File: src/rtl/tick_bcd_display_pkg.sv
// Shared types and constants for the tick-driven BCD counter and 7-segment scanner.
package tick_bcd_display_pkg;
  localparam int DIGITS = 4;

  typedef logic [3:0] bcd_t;
  typedef bcd_t [DIGITS-1:0] bcd_count_t;

  // Active-low patterns, bit order {a,b,c,d,e,f,g}
  localparam logic [6:0] SEG_BLANK = 7'b1111111;
  localparam logic [6:0] SEG_ZERO  = 7'b0000001;
  localparam logic [6:0] SEG_PAT [10] = '{
    7'b0000001, 7'b1001111, 7'b0010010, 7'b0000110, 7'b1001100,
    7'b0100100, 7'b0100000, 7'b0001111, 7'b0000000, 7'b0000100
  };

  localparam logic [DIGITS-1:0] AN_RESET = 4'b1110;
endpackage

File: src/rtl/tick_bcd_display_seg7_decode.sv
// One BCD digit to an active-low 7-segment pattern; codes above 9 show blank.
module seg7_decode
  import tick_bcd_display_pkg::*;
(
  input  bcd_t       bcd,
  input  logic       blank,
  output logic [6:0] seg
);
  // Blank request or an illegal code both produce a dark digit
  always_comb begin
    seg = SEG_BLANK;
    if (!blank && bcd <= 4'd9) seg = SEG_PAT[bcd];
  end
endmodule

File: src/rtl/tick_bcd_display.sv
// F2 rising-edge tick -> 4-digit BCD event counter -> multiplexed 7-seg display.
// Optional leading-zero blanking: define TICK_BCD_DISPLAY_LZB_EN.
module tick_bcd_display
  import tick_bcd_display_pkg::*;
#(
  parameter int SCAN_DIV = 50000
) (
  input  logic        F1,
  input  logic        RST,
  input  logic        F2,
  input  logic        RUN,
  input  logic        CLR,
  output logic [15:0] COUNT,
  output logic        WRAP,
  output logic [3:0]  AN,
  output logic [6:0]  SEG,
  output logic        DP
);
  localparam int PW = $clog2(SCAN_DIV);

  logic              s1, s2, d, tick;
  bcd_count_t        cnt, cnt_inc;
  logic              inc_carry;
  logic [PW-1:0]     presc;
  logic [1:0]        idx, idx_nxt;
  logic [DIGITS-1:0] blank;
  logic [DIGITS-1:0][6:0] seg_dig;

  // F2 is only data here: two-flop sync plus a delay flop for edge detect.
  // All reset high so a level already high at release is not seen as an edge.
  always_ff @(posedge F1) begin
    if (RST) begin
      s1 <= 1'b1;
      s2 <= 1'b1;
      d  <= 1'b1;
    end else begin
      s1 <= F2;
      s2 <= s1;
      d  <= s2;
    end
  end

  assign tick = s2 & ~d;

  // Ripple BCD increment; carry out of the top digit marks 9999 -> 0000
  always_comb begin
    cnt_inc   = cnt;
    inc_carry = 1'b1;
    for (int i = 0; i < DIGITS; i++) begin
      if (inc_carry) begin
        if (cnt[i] == 4'd9) begin
          cnt_inc[i] = 4'd0;
        end else begin
          cnt_inc[i] = cnt[i] + 4'd1;
          inc_carry  = 1'b0;
        end
      end
    end
  end

  // Count register: clear beats tick, ticks without RUN are simply lost
  always_ff @(posedge F1) begin
    if (RST || CLR) begin
      cnt  <= '0;
      WRAP <= 1'b0;
    end else if (RUN && tick) begin
      cnt  <= cnt_inc;
      WRAP <= inc_carry;
    end else begin
      WRAP <= 1'b0;
    end
  end

  assign COUNT = cnt;

`ifdef TICK_BCD_DISPLAY_LZB_EN
  // A digit above the units is dark when it and all digits above it are 0
  always_comb begin
    logic zhi;
    blank = '0;
    zhi   = 1'b1;
    for (int i = DIGITS-1; i > 0; i--) begin
      zhi      = zhi & (cnt[i] == 4'd0);
      blank[i] = zhi;
    end
  end
`else
  assign blank = '0;
`endif

  for (genvar g = 0; g < DIGITS; g++) begin : g_dec
    seg7_decode u_dec (
      .bcd  (cnt[g]),
      .blank(blank[g]),
      .seg  (seg_dig[g])
    );
  end

  assign idx_nxt = (presc == PW'(SCAN_DIV-1)) ? idx + 2'd1 : idx;

  // Scan prescaler and registered display outputs; AN/SEG/DP all follow
  // idx_nxt so the enabled digit and its pattern always change together
  always_ff @(posedge F1) begin
    if (RST) begin
      presc <= '0;
      idx   <= '0;
      AN    <= AN_RESET;
      SEG   <= SEG_ZERO;
      DP    <= 1'b1;
    end else begin
      presc <= (presc == PW'(SCAN_DIV-1)) ? '0 : presc + 1'b1;
      idx   <= idx_nxt;
      AN    <= ~(4'b0001 << idx_nxt);
      SEG   <= seg_dig[idx_nxt];
      DP    <= ~((idx_nxt == 2'd0) & ~RUN);
    end
  end
endmodule

File: config.mk
export PLATFORM = sky130hd
export DESIGN_NAME = tick_bcd_display
export DESIGN_NICKNAME = d
export VERILOG_FILES = /design/src/rtl/tick_bcd_display_pkg.sv /design/src/rtl/tick_bcd_display_seg7_decode.sv /design/src/rtl/tick_bcd_display.sv
export SDC_FILE = /design/constraint.sdc
export NUM_CORES = 1
export LEC_CHECK = 0
export ABC_AREA = 1
export CAP_MARGIN = 15
export CORE_MARGIN = 10
export CORE_UTILIZATION = 45
export DETAILED_ROUTE_END_ITERATION = 8
export PLACE_DENSITY_LB_ADDON = 0.1
export SLEW_MARGIN = 10
export SYNTH_ARGS = -nofsm -noshare
export SYNTH_HDL_FRONTEND = slang
export SYNTH_HIERARCHICAL = 1
export SYNTH_SLANG_ARGS = --single-unit
File: constraint.sdc
create_clock -name F1 -period 1.9 [get_ports F1]
set_input_delay 0.38 -clock F1 [delete_from_list [all_inputs] [get_ports F1]]
set_output_delay 0.38 -clock F1 [all_outputs]
set_load 0.01 [all_outputs]
* Yosys cells after proc, flatten, opt, wreduce, memory -nomap -nowiden
Memory sizes are Yosys's and may differ from the RTL's.
Cells that the tools add are included.
** Cells by class
- Bitwise operators :: 12
- Shift-type cells :: 1
- Reduce and logical (&&, ||, !) cells :: 8
- Muxes and demuxes :: 25
- $add $sub $neg :: 6
- Magnitude comparators :: 9
- Equal/unequal tests :: 5
** Operators with widths (number)
- $mux W7 :: 13
- $ge A5 B5 Y1 const B :: 4
- $not A4 Y5 :: 4
- $add A16 B1 Y16 const B :: 1
- $add A4 B1 Y4 const B :: 4
- $eq A16 B16 Y1 const B :: 1
- $eq A4 B4 Y1 const B :: 4
- $le A4 B4 Y1 const B :: 4
- $mux W4 :: 4
- $bmux W7 S2 :: 1
- $mux W1 :: 6
- $reduce_and A2 Y1 :: 3
- $not A1 Y1 :: 5
- $not A4 Y4 :: 1
- $shl A1 B2 Y4 const A :: 1
- $lt A2 B3 Y1 const B :: 1
- $reduce_or A3 Y1 :: 1
- $add A2 B1 Y2 const B :: 1
- $and A1 B1 Y1 :: 2
- $logic_not A2 Y1 :: 1
- $mux W2 :: 1
- $reduce_or A2 Y1 :: 1
- $logic_and A1 B1 Y1 :: 1
- $logic_or A1 B1 Y1 :: 1
** Storage, ports and cells
- Output and inout port bits :: 29
- Logic and storage cells :: 83
- Memories kept :: 4
- ROM bits :: 448
- Register bits after elaboration :: 50
- Input port bits :: 5
** Memories
- (name not given) :: depth 16, width 7, read ports 1, clocked after Yosys merged registers in 0, write ports 0, line tick_bcd_display_seg7_decode.sv:12 : if (!blank && bcd <= 4'd9) seg = SEG_PAT[bcd];
- (name not given) :: depth 16, width 7, read ports 1, clocked after Yosys merged registers in 0, write ports 0, line tick_bcd_display_seg7_decode.sv:12
- (name not given) :: depth 16, width 7, read ports 1, clocked after Yosys merged registers in 0, write ports 0, line tick_bcd_display_seg7_decode.sv:12
- (name not given) :: depth 16, width 7, read ports 1, clocked after Yosys merged registers in 0, write ports 0, line tick_bcd_display_seg7_decode.sv:12

* Longest topological paths before layout
Gate-level depths: netlist (run 1).
- Depth in word-level cells :: 7
- Mapped depth :: 12
- Depth with buffers taken out :: 11

* By module
Netlist (run 1), hierarchy kept.
** Modules (own cells, without submodules)
- tick_bcd_display :: area each 2373.5 um^2, times used 1, cells each 337, sequential area each 1001.0 um^2
- seg7_decode :: area each 240.2 um^2, times used 4, cells each 40, sequential area each 0.0 um^2

* Least setup slack after synthesis (run 1)
OpenSTA, ideal clock, no wires.
- Kind :: register to register
- Start point :: register cnt, in the netlist COUNT[5]
- End point :: register SEG[6]
- Data required time :: 1.767 ns
- Path slack :: 0.353 ns
- Library setup time :: 0.133 ns
- Buffers on the path :: 0
- Data arrival time :: 1.414 ns
- Period minus slack after synthesis :: 1.547 ns
- Stages on the path, launching flop included :: 10
- Cells stage by stage :: dfxtp_1 > inv_1 > ha_1 > or2_1 > nand3_1 > nand3_1 > inv_1 > nand3_1 > nand3_1 > a21oi_1
** RTL lines
- start: declaration :: line tick_bcd_display.sv:22 : bcd_count_t cnt, cnt_inc;
- start signal: assignment :: line tick_bcd_display.sv:67 : cnt <= cnt_inc;
- end signal: assignment :: line tick_bcd_display.sv:114 : SEG <= seg_dig[idx_nxt];
- end: declaration :: line tick_bcd_display.sv:16 : output logic [6:0] SEG,

* Worst setup path after layout (run 1)
- Start point :: register cnt, in the netlist COUNT[12]
- End point :: output COUNT[12]
** RTL lines
- end: declaration :: line tick_bcd_display.sv:13 : output logic [15:0] COUNT,
No word-level cell between the ends.

==> results of run 1 <==
==> power breakdown <==
group          internal (mW)  total (mW)  switching (mW)
Combinational         0.0594       0.129          0.0693
Clock                  0.400       0.793           0.393
Sequential              1.06        1.07         0.00748
Total                   1.52        1.99           0.469
==> cell families (layout without fill, tap and decap cells) <==
logic type	after synthesis	count (layout)
simple gates	287	287
other cells	1	4
compound gates	37	37
flops	50	50
xor+xnor	7	7
fa+ha+maj	21	21
buf+inv	94	141
==> stage by stage <==
stage / power [mW] / util / area (um2)
after floorplan: 1.171 / - / 3346
after global placement: 1.222 / 0.5330 / 3845
after detailed placement: 1.223 / 0.5330 / 3845
after CTS: 2.017 / 0.5491 / 3961
after global routing: 2.085 / 0.5512 / 3976
final: 1.992 / 0.5512 / 3976
==> per-layer routing <==
metal / vias to the layer above / GRT usage
met4: 0 / 0.03965
met2: 46 / 0.2266
met1: 1368 / 0.1745
met5: - / 0
li1: 1669 / -
met3: 8 / 0.03744
==> state kept, by name (all words and copies together) (netlist names) <==
name   count
s1         1
COUNT     16
DP         1
idx        2
d          1
presc     16
SEG        7
s2         1
WRAP       1
AN         4
==> worst min-delay path by stage <==
stage	endpoint	slack, ps	cells past startpoint
after detailed placement	s2	410	1
after global placement	s2	400	1
after CTS	s2	440	1
final	s2	430	1
after floorplan	s2	390	1
after global routing	s2	460	1
==> layout by cell type (no fill, tap or decap), drive strengths merged, types with 5 or more instances in the layout <==
cell type        n
clkbuf           5
nor3            10
buf             15
a21oi           17
o21ai           11
ha              21
nand3           92
nor2            49
inv             86
nand2          120
dfxtp           50
or2             10
clkdlybuf4s50   33
==> area by class of cell <==
class,count,area (um2)
fill,711,3238
multi-input combinational,356,1958
sequential,50,1003
timing repair buffer,48,455.4
inverter,85,319.1
tap,99,123.9
clock buffer,5,68.82
clock inverter,3,47.55
==> cell usage after synthesis, drive strengths merged, types with 2 or more instances <==
| master | number |
|---|---|
| nor3 | 10 |
| nand2 | 120 |
| inv | 85 |
| a211oi | 3 |
| nor2 | 49 |
| dfxtp | 50 |
| buf | 7 |
| or2 | 10 |
| nand3b | 2 |
| nand3 | 92 |
| xnor2 | 3 |
| ha | 21 |
| o21ai | 11 |
| xor2 | 4 |
| a21oi | 17 |
| nand4 | 3 |
| clkbuf | 2 |
==> timing repair <==
| action | 4_1_cts | 5_1_grt |
|---|---|---|
| hold buffers | 0 | 0 |
| endpoints found under the setup margin | 0 | 8 |
| resized for setup | 0 | 5 |
==> results.md, run 1 <==
- Number of max-cap violations: 0
- P per Cell Area: 501.1 nW/um2
- Setup tns final: 0 ps
- Critical path buffers and inverters: 1
- Finish-stage setup viols: 0
- Adder-Cell Fraction of Synth Area: 0.07880
- Critical path, cell by cell: clkdlybuf4s50_1
- Largest family of logic cells by synthesized area: simple AND/OR/NAND/NOR gates
- Primary FF master, synth: dfxtp_1
- Total CTS buffers: 5
- Cell family with most CP delay: buffers and inverters
- CP Data Required Time: 1520 ps
- WL met1: 3694 um
- Starting DRT DRC Count: 142
- Endpoints failing hold: 0
- Pin count of the biggest net entering global routing: 18
- Yosys top cell area share: 0.3002
- Worst path depth: 1
- Worst skew pair latency: 310 ps
- Critical Path Source Type: register
- Syn Std Cell Area: 3334 um2
- Post-synth cell types: 37
- Cell count after synthesis: 497
- Vias per cell: 4.785
- Input/output buffers: 33
- DR WL met2: 3400 um
- Initial antenna violation count: 0
- Diodes inserted: 0
- Minimum hold slack: 428.3 ps
- GRT Total Usage: 0.1386
- Ys Warns: 6
- EDFF count, synth: 0
- Simple-gate portion of the synthesized area: 0.4188
- Count of pins over their slew limit: 0
- Hold path start: s1
- Main area contributors after synthesis: dfxtp_1 (30%), nand3_1 (13%), nand2_1 (12%)
- Critical R2R Launch: presc[0]
- R2r setup slk: 180 ps
- Std-Cell Rows: 31
- Core box area: 7214 um2
- Flops & latches, synth: 50
- Final WL: 7566 um
- Global-route wire length before repair: 13,370 um
- CTS tree: done
- Multiplexer area fraction after synthesis: 0
- Longest Clk Path Bufs: 2
- Clk root buf: clkbuf_8
- RSZ-0062 raised after global routing: false
- Initial Util: 0.4622
- Vias in the first global route: 2,993
- Post-Layout Cell Count: 646
- Worst setup path class: reg -> out
- Worst reg2reg path endpoint: SEG[0]
- Via Count: 3,091
- Worst setup margin: 93.05 ps
- HP Class: reg -> reg
- Die outline height: 106.1 um
- CTS clk-pin slew, worst paths: 100 ps
- CP endpoint: COUNT[12]
- Post-synthesis compound-gate area fraction: 0.06304
- Max Used Layer: met4
- Max H-tree Level: 2
- Final Skew: 3.744 ps
- Synth Area in XOR/XNOR: 0.01839
- Placed wire-length estimate: 5960 um
- Proportion of layout cells with a drive suffix above 1: 0.1316
- WL met3: 382 um
- Horiz. Die Dim: 106.1 um
- Routed Antenna Nets: 0
- Dpl cells: 638
- R2R depth: 10
- Crit. Startpoint: COUNT[12]
- Max Clk Rate: 0.5534 GHz
- Sequential fraction of the synthesis area: 0.3002
- DR pass1 iterations: 4
- Final GP Congestion: 0.7970
- Place WS: -124.8 ps
- Synth area leader: dfxtp_1
- P_leak: 1.637 nW
- Overflow after GRT: 0
- Largest vdd supply drop: 0.0003282 V
- CP Max Fanout: 8
- Routed WL per cell: 11.71 um
- I/O Pins: 34
- Slowest cell delay on critical path: 610 ps
- Worst Setup End Kind: primary output
- Min Tclk post-route: 1807 ps
- DR DRC count: 0
- Tcrit/Tclk final: 0.9510
- Total clock sinks: 50
- DIE AREA: 11,250 um2
- Post-CTS Setup Bufs: 0
- Slowest-stage cell, CP: clkdlybuf4s50_1
- Syn Area/Cell: 6.709 um2
- Asr flop ratio synth: 0
- Area grow syn2layout: 19.25%
- Final net count: 572
- Status: completed
- Arr. time, crit path: 1430 ps
Note: power is estimated with default switching activity, not from simulation.
==> run 2, diff against run 1 <==
--- a/config.mk
+++ b/config.mk
@@ -10,6 +10,7 @@
 export CORE_MARGIN = 10
 export CORE_UTILIZATION = 45
 export DETAILED_ROUTE_END_ITERATION = 8
+export GPL_TIMING_DRIVEN = 0
 export PLACE_DENSITY_LB_ADDON = 0.1
 export SLEW_MARGIN = 10
 export SYNTH_ARGS = -nofsm -noshare
==> run 2 against run 1 <==
Final area down 1.7%. Power is 5.8% lower. Sequential power is essentially flat. First-iteration DRC count decreased by 37%. Non-clock buffer count down 6. Sequential share of layout area rose by 0.47 points. Worst setup slack barely moved. Largest power group unchanged. Highest routed layer unchanged.
==> results.md, run 2 (same netlist as run 1, synthesis figures left out) <==
- Final GP Congestion: 0.8323 (+4.4%)
- Min Tclk post-route: 1807 ps (+0.2489 ps)
- Finish-stage setup viols: 0 (unchanged)
- Routed Antenna Nets: 0 (unchanged)
- GRT Total Usage: 0.1301 (-0.008466)
- Proportion of layout cells with a drive suffix above 1: 0.1220 (-0.009631)
- Clk root buf: clkbuf_8
- Pin count of the biggest net entering global routing: 19 (+1)
- Tcrit/Tclk final: 0.9512 (about the same)
- Cell family with most CP delay: buffers and inverters
- Diodes inserted: 0 (unchanged)
- Slowest-stage cell, CP: clkdlybuf4s50_1
- Slowest cell delay on critical path: 610 ps (about the same)
- Total power draw: 1.876 mW (-5.8%)
- CP Data Required Time: 1520 ps (about the same)
- Placed inst area: 3800 um2 (-1.2%)
- Tightest Pin Transition: 539.1 ps
- Final WL: 7464 um (-1.3%)
- Largest vdd supply drop: 0.0002891 V (-12%)
- Minimum hold slack: 421.8 ps (-6.442 ps)
- DR DRC count: 0 (unchanged)
- Starting DRT DRC Count: 90 (-37%)
- Most frequent cells in the layout: nand2_1 (106), nand3_1 (85), inv_1 (73)
- CP Max Fanout: 9 (+1)
- Die outline height: 106.1 um (unchanged)
- Overflow after GRT: 0 (unchanged)
- Worst setup path class: reg -> out
- Max Clk Rate: 0.5533 GHz (about the same)
- Area grow syn2layout: 17.22%
- Critical path buffers and inverters: 1 (unchanged)
- Critical Path Source Type: register
- Input/output buffers: 33 (unchanged)
- Std-Cell Rows: 31 (unchanged)
- Global-route wire length before repair: 12,540 um (-6.2%)
- Max Used Layer: met4
- Vias in the first global route: 2,792 (-6.7%)
- Core box area: 7214 um2 (unchanged)
- Final Cell Area: 3909 um2 (-1.7%)
- RSZ-0062 raised after global routing: true
- Critical path, cell by cell: clkdlybuf4s50_1
- R2r setup slk: 150 ps (-30 ps)
- HP Class: reg -> reg
- WL met1: 3627 um (-1.8%)
- Longest Clk Path Bufs: 2 (unchanged)
- Horiz. Die Dim: 106.1 um (unchanged)
- Endpoints failing hold: 0 (unchanged)
- Initial Util: 0.4622 (unchanged)
- Slew headroom: 0.6406
- P_leak: 1.588 nW (-3.0%)
- Worst skew pair latency: 310 ps (about the same)
- Worst Setup End Kind: primary output
- Final net count: 566 (-1.0%)
- DIE AREA: 11,250 um2 (unchanged)
- DR pass1 iterations: 4 (unchanged)
- Post-CTS Setup Bufs: 0 (unchanged)
- Vias per cell: 4.825 (+0.84%)
- Number of max-cap violations: 0 (unchanged)
- Via Count: 3,088 (-0.097%)
- Routed WL per cell: 11.66 um (-0.42%)
- Status: completed
- Placed wire-length estimate: 5833 um (-2.1%)
- Hold_buf cts: 0 (unchanged)
- CTS clk-pin slew, worst paths: 110 ps (about the same)
- DR WL met2: 3369 um (-0.91%)
- Final Skew: 8.873 ps (+5.129 ps)
- I/O Pins: 34 (unchanged)
- Count of pins over their slew limit: 0 (unchanged)
- WL met3: 394 um (+3.1%)
- Arr. time, crit path: 1430 ps (about the same)
- Total clock sinks: 50 (unchanged)
- CTS tree: done
- Most common cell after layout, fill and taps aside: nand2_1
- Initial antenna violation count: 0 (unchanged)
- Max H-tree Level: 2 (unchanged)
- Total CTS buffers: 5 (unchanged)
- P per Cell Area: 480.0 nW/um2 (-4.2%)
-- run 2: area by class of cell --
class | count | area (um2)
Clock inverter | 3 | 26.28
Clock buffer | 5 | 68.82
Inverter | 85 | 319.1
Fill cell | 751 | 3306
Multi-Input combinational cell | 356 | 1956
Tap cell | 99 | 123.9
Timing Repair Buffer | 33 | 330.3
Sequential cell | 50 | 1005
Buffer | 9 | 80.08
-- run 2: what timing repair did --
action	4_1_cts	5_1_grt
setup endpoints to repair	8	13
pin swaps	0	1
gates resized for setup	1	6
-- run 2: final timing paths --
path	from	to	cells after the start
max reg2reg	presc[0]	SEG[5]	9
min	s1	s2	1
max	COUNT[4]	COUNT[4]	1
min reg2reg	s1	s2	1
-- run 2: metrics by stage --
step	setup TNS [ps]	std cells	worst slack (ps)	util
final	0	640	92.80	0.5418
after global routing	-26.28	640	-9.052	0.5418
after CTS	0	640	35.22	0.5402
after detailed placement	-4467	632	-406.2	0.5267
after global placement	-4714	632	-414.4	0.5267
after floorplan	0	500	352.9	-
-- run 2: routing by layer --
| layer | vias up | GRT usage |
|---|---|---|
| li1 | 1656 | - |
| met1 | 1379 | 0.1645 |
| met2 | 47 | 0.2129 |
| met3 | 6 | 0.03744 |
| met4 | 0 | 0.03191 |
| met5 | - | 0 |
-- run 2: power breakdown --
part | internal (mW) | total (mW) | switching [mW]
Clock | 0.272 | 0.680 | 0.407
Combinational | 0.0550 | 0.126 | 0.0706
Sequential | 1.06 | 1.07 | 0.00746
Total | 1.39 | 1.88 | 0.485
==> patch (flow settings as in run 2) <==
Set the parameter `SCAN_DIV` to 25000 (it was 50000).
--- a/src/rtl/tick_bcd_display.sv
+++ b/src/rtl/tick_bcd_display.sv
@@ -3,7 +3,7 @@
 module tick_bcd_display
   import tick_bcd_display_pkg::*;
 #(
-  parameter int SCAN_DIV = 50000
+  parameter int SCAN_DIV = 25000
 ) (
   input  logic        F1,
   input  logic        RST,
Function: no difference found for any inputs over 10 cycles, from zero or initial values and one cycle with RST high; that may be too few to reach the edited logic, so the function may still have changed.
==> patch against run 2 <==
- wire length fell by 2.9%
- sequential cell count fell by 1
- final area rose by 1.3%
- area after synthesis rose by 1.5%
- sequential share of layout area fell by 0.88 points
- power fell by 5.1%
- count of clock-buffer cells in the layout rose by 1
- setup slack got worse by 18 ps
==> patch: results (changes against run 2) <==
| Metric | Value |
|---|---|
| Nets | 575 (was 566) |
| Crit path to | COUNT[7] (was COUNT[4]) |
| Compound-cell area share of the yosys netlist | 6.43% (was 6.30%) |
| Vias in the first global route | 2,920 (was 2,792) |
| Place WS | -197 ps (was -406 ps) |
| Via count | 3,084 (was 3,088) |
| Run status | finished, final reports clean (unchanged) |
| Share of cells above drive strength 1 | 14.5% (was 12.2%) |
| XOR/XNOR Fraction of Synth Area | 1.29% (was 1.84%) |
| Comb pwr share | 7.4% (was 6.7%) |
| Launch point of the worst path | COUNT[7]$_SDFFE_PP0P_ (was COUNT[4]$_SDFFE_PP0P_) |
| Fmax | 0.548 GHz (was 0.553 GHz) |
| Yosys warns | 6 (unchanged) |
| RR Endpoint | SEG[3]$_SDFF_PP0_ (was SEG[5]$_SDFF_PP0_) |
| Sw power | 0.425 mW (was 0.485 mW) |
| Area after DPL | 0.00385 mm2 (was 0.00380 mm2) |
| Worst-case clock skew | 7.43 ps (was 8.87 ps) |
| Static Leak | 1.62 nW (was 1.59 nW) |
| Reg clk slew, reported paths | 90 ps (was 110 ps) |
| Adder-Cell Fraction of Synth Area | 7.77% (was 7.88%) |
| Hpwl dp | 5810 um (was 5830 um) |
| Post-Synthesis Cells | 503 (was 497) |
| Gpl congestion | 0.838 (was 0.832) |
| Worst R2R Setup Slack | 180 ps (was 150 ps) |
| Max-cap violations | 0 (unchanged) |
| Largest net degree at the start of global routing | 15 (was 19) |
| Synth cell count leaders | nand2_1, nand3_1, inv_1 (unchanged) |
| First-pass GRT wire length | 12,600 um (was 12,500 um) |
| Placed Cells incl. Taps | 638 (was 632) |
| DR iter-0 viols | 99 (was 90) |
| DR vias/cell | 4.75 (was 4.83) |
| All-Layer GR Usage | 12.8% (was 13.0%) |
| Drt pass-1 iters | 6 (was 4) |
| Post-CTS resize count | 0 (was 1) |
| Worst VDD drop | 0.232 mV (was 0.289 mV) |
| CP max FO | 6 (was 9) |
| Post-DR wirelength/cell | 11.2 um (was 11.7 um) |
| Reg-to-Reg Start | COUNT[1]$_SDFFE_PP0P_ (was presc[0]$_SDFF_PP0_) |
==> patch: changes by cell type in the layout (fill, tap and decap cells not counted), moves of 3 or more <==
cell	change
nand2_2	+5
nor2_1	-12
nor2_2	+4
nand3_1	+9
nand2_1	-4
o21ai_0	+3
buf_4	+3
a21oi_2	+4
inv_1	+8
==> patch: layout make-up <==
| type | instances | area [um2] |
|---|---|---|
| fillers | 755 | 3330 |
| multi-input cells | 355 | 1990 |
| clock inverters | 2 | 10.0 |
| flip-flops and latches | 49 | 983 |
| inverters | 94 | 353 |
| plain buffers | 8 | 77.6 |
| well taps | 99 | 124 |
| clock buffers | 6 | 72.6 |
| repair buffers | 36 | 353 |
==> patch: per-layer routing <==
metal | track usage (%) | routed length (um) | vias to the layer above
met5 | 0 | 0 | -
met2 | 20.7 | 3240 | 46
met4 | 2.90 | 45 | 0
met3 | 3.59 | 369 | 4
li1 | - | - | 1673
met1 | 16.6 | 3590 | 1361
==> patch: worst min path at each step <==
stage | endpoint | slack [ps] | startpoint
after global routing | s2$_SDFF_PP1_ | 440 | s1$_SDFF_PP1_
after CTS | s2$_SDFF_PP1_ | 410 | s1$_SDFF_PP1_
after detailed placement | s2$_SDFF_PP1_ | 390 | s1$_SDFF_PP1_
final | s2$_SDFF_PP1_ | 410 | s1$_SDFF_PP1_
after global placement | s2$_SDFF_PP1_ | 390 | s1$_SDFF_PP1_
after floorplan | s2$_SDFF_PP1_ | 390 | s1$_SDFF_PP1_
==> patch: worst register-to-register path, delay by kind of cell, from the launching register on <==
| kind | cells | cell delay, ps |
|---|---|---|
| AOI/OAI and AO/OA | 1 | 70 |
| adders and majority gates | 1 | 230 |
| DFF | 1 | 490 |
| and+or+nand+nor | 5 | 590 |
| buffers and inverters | 2 | 200 |
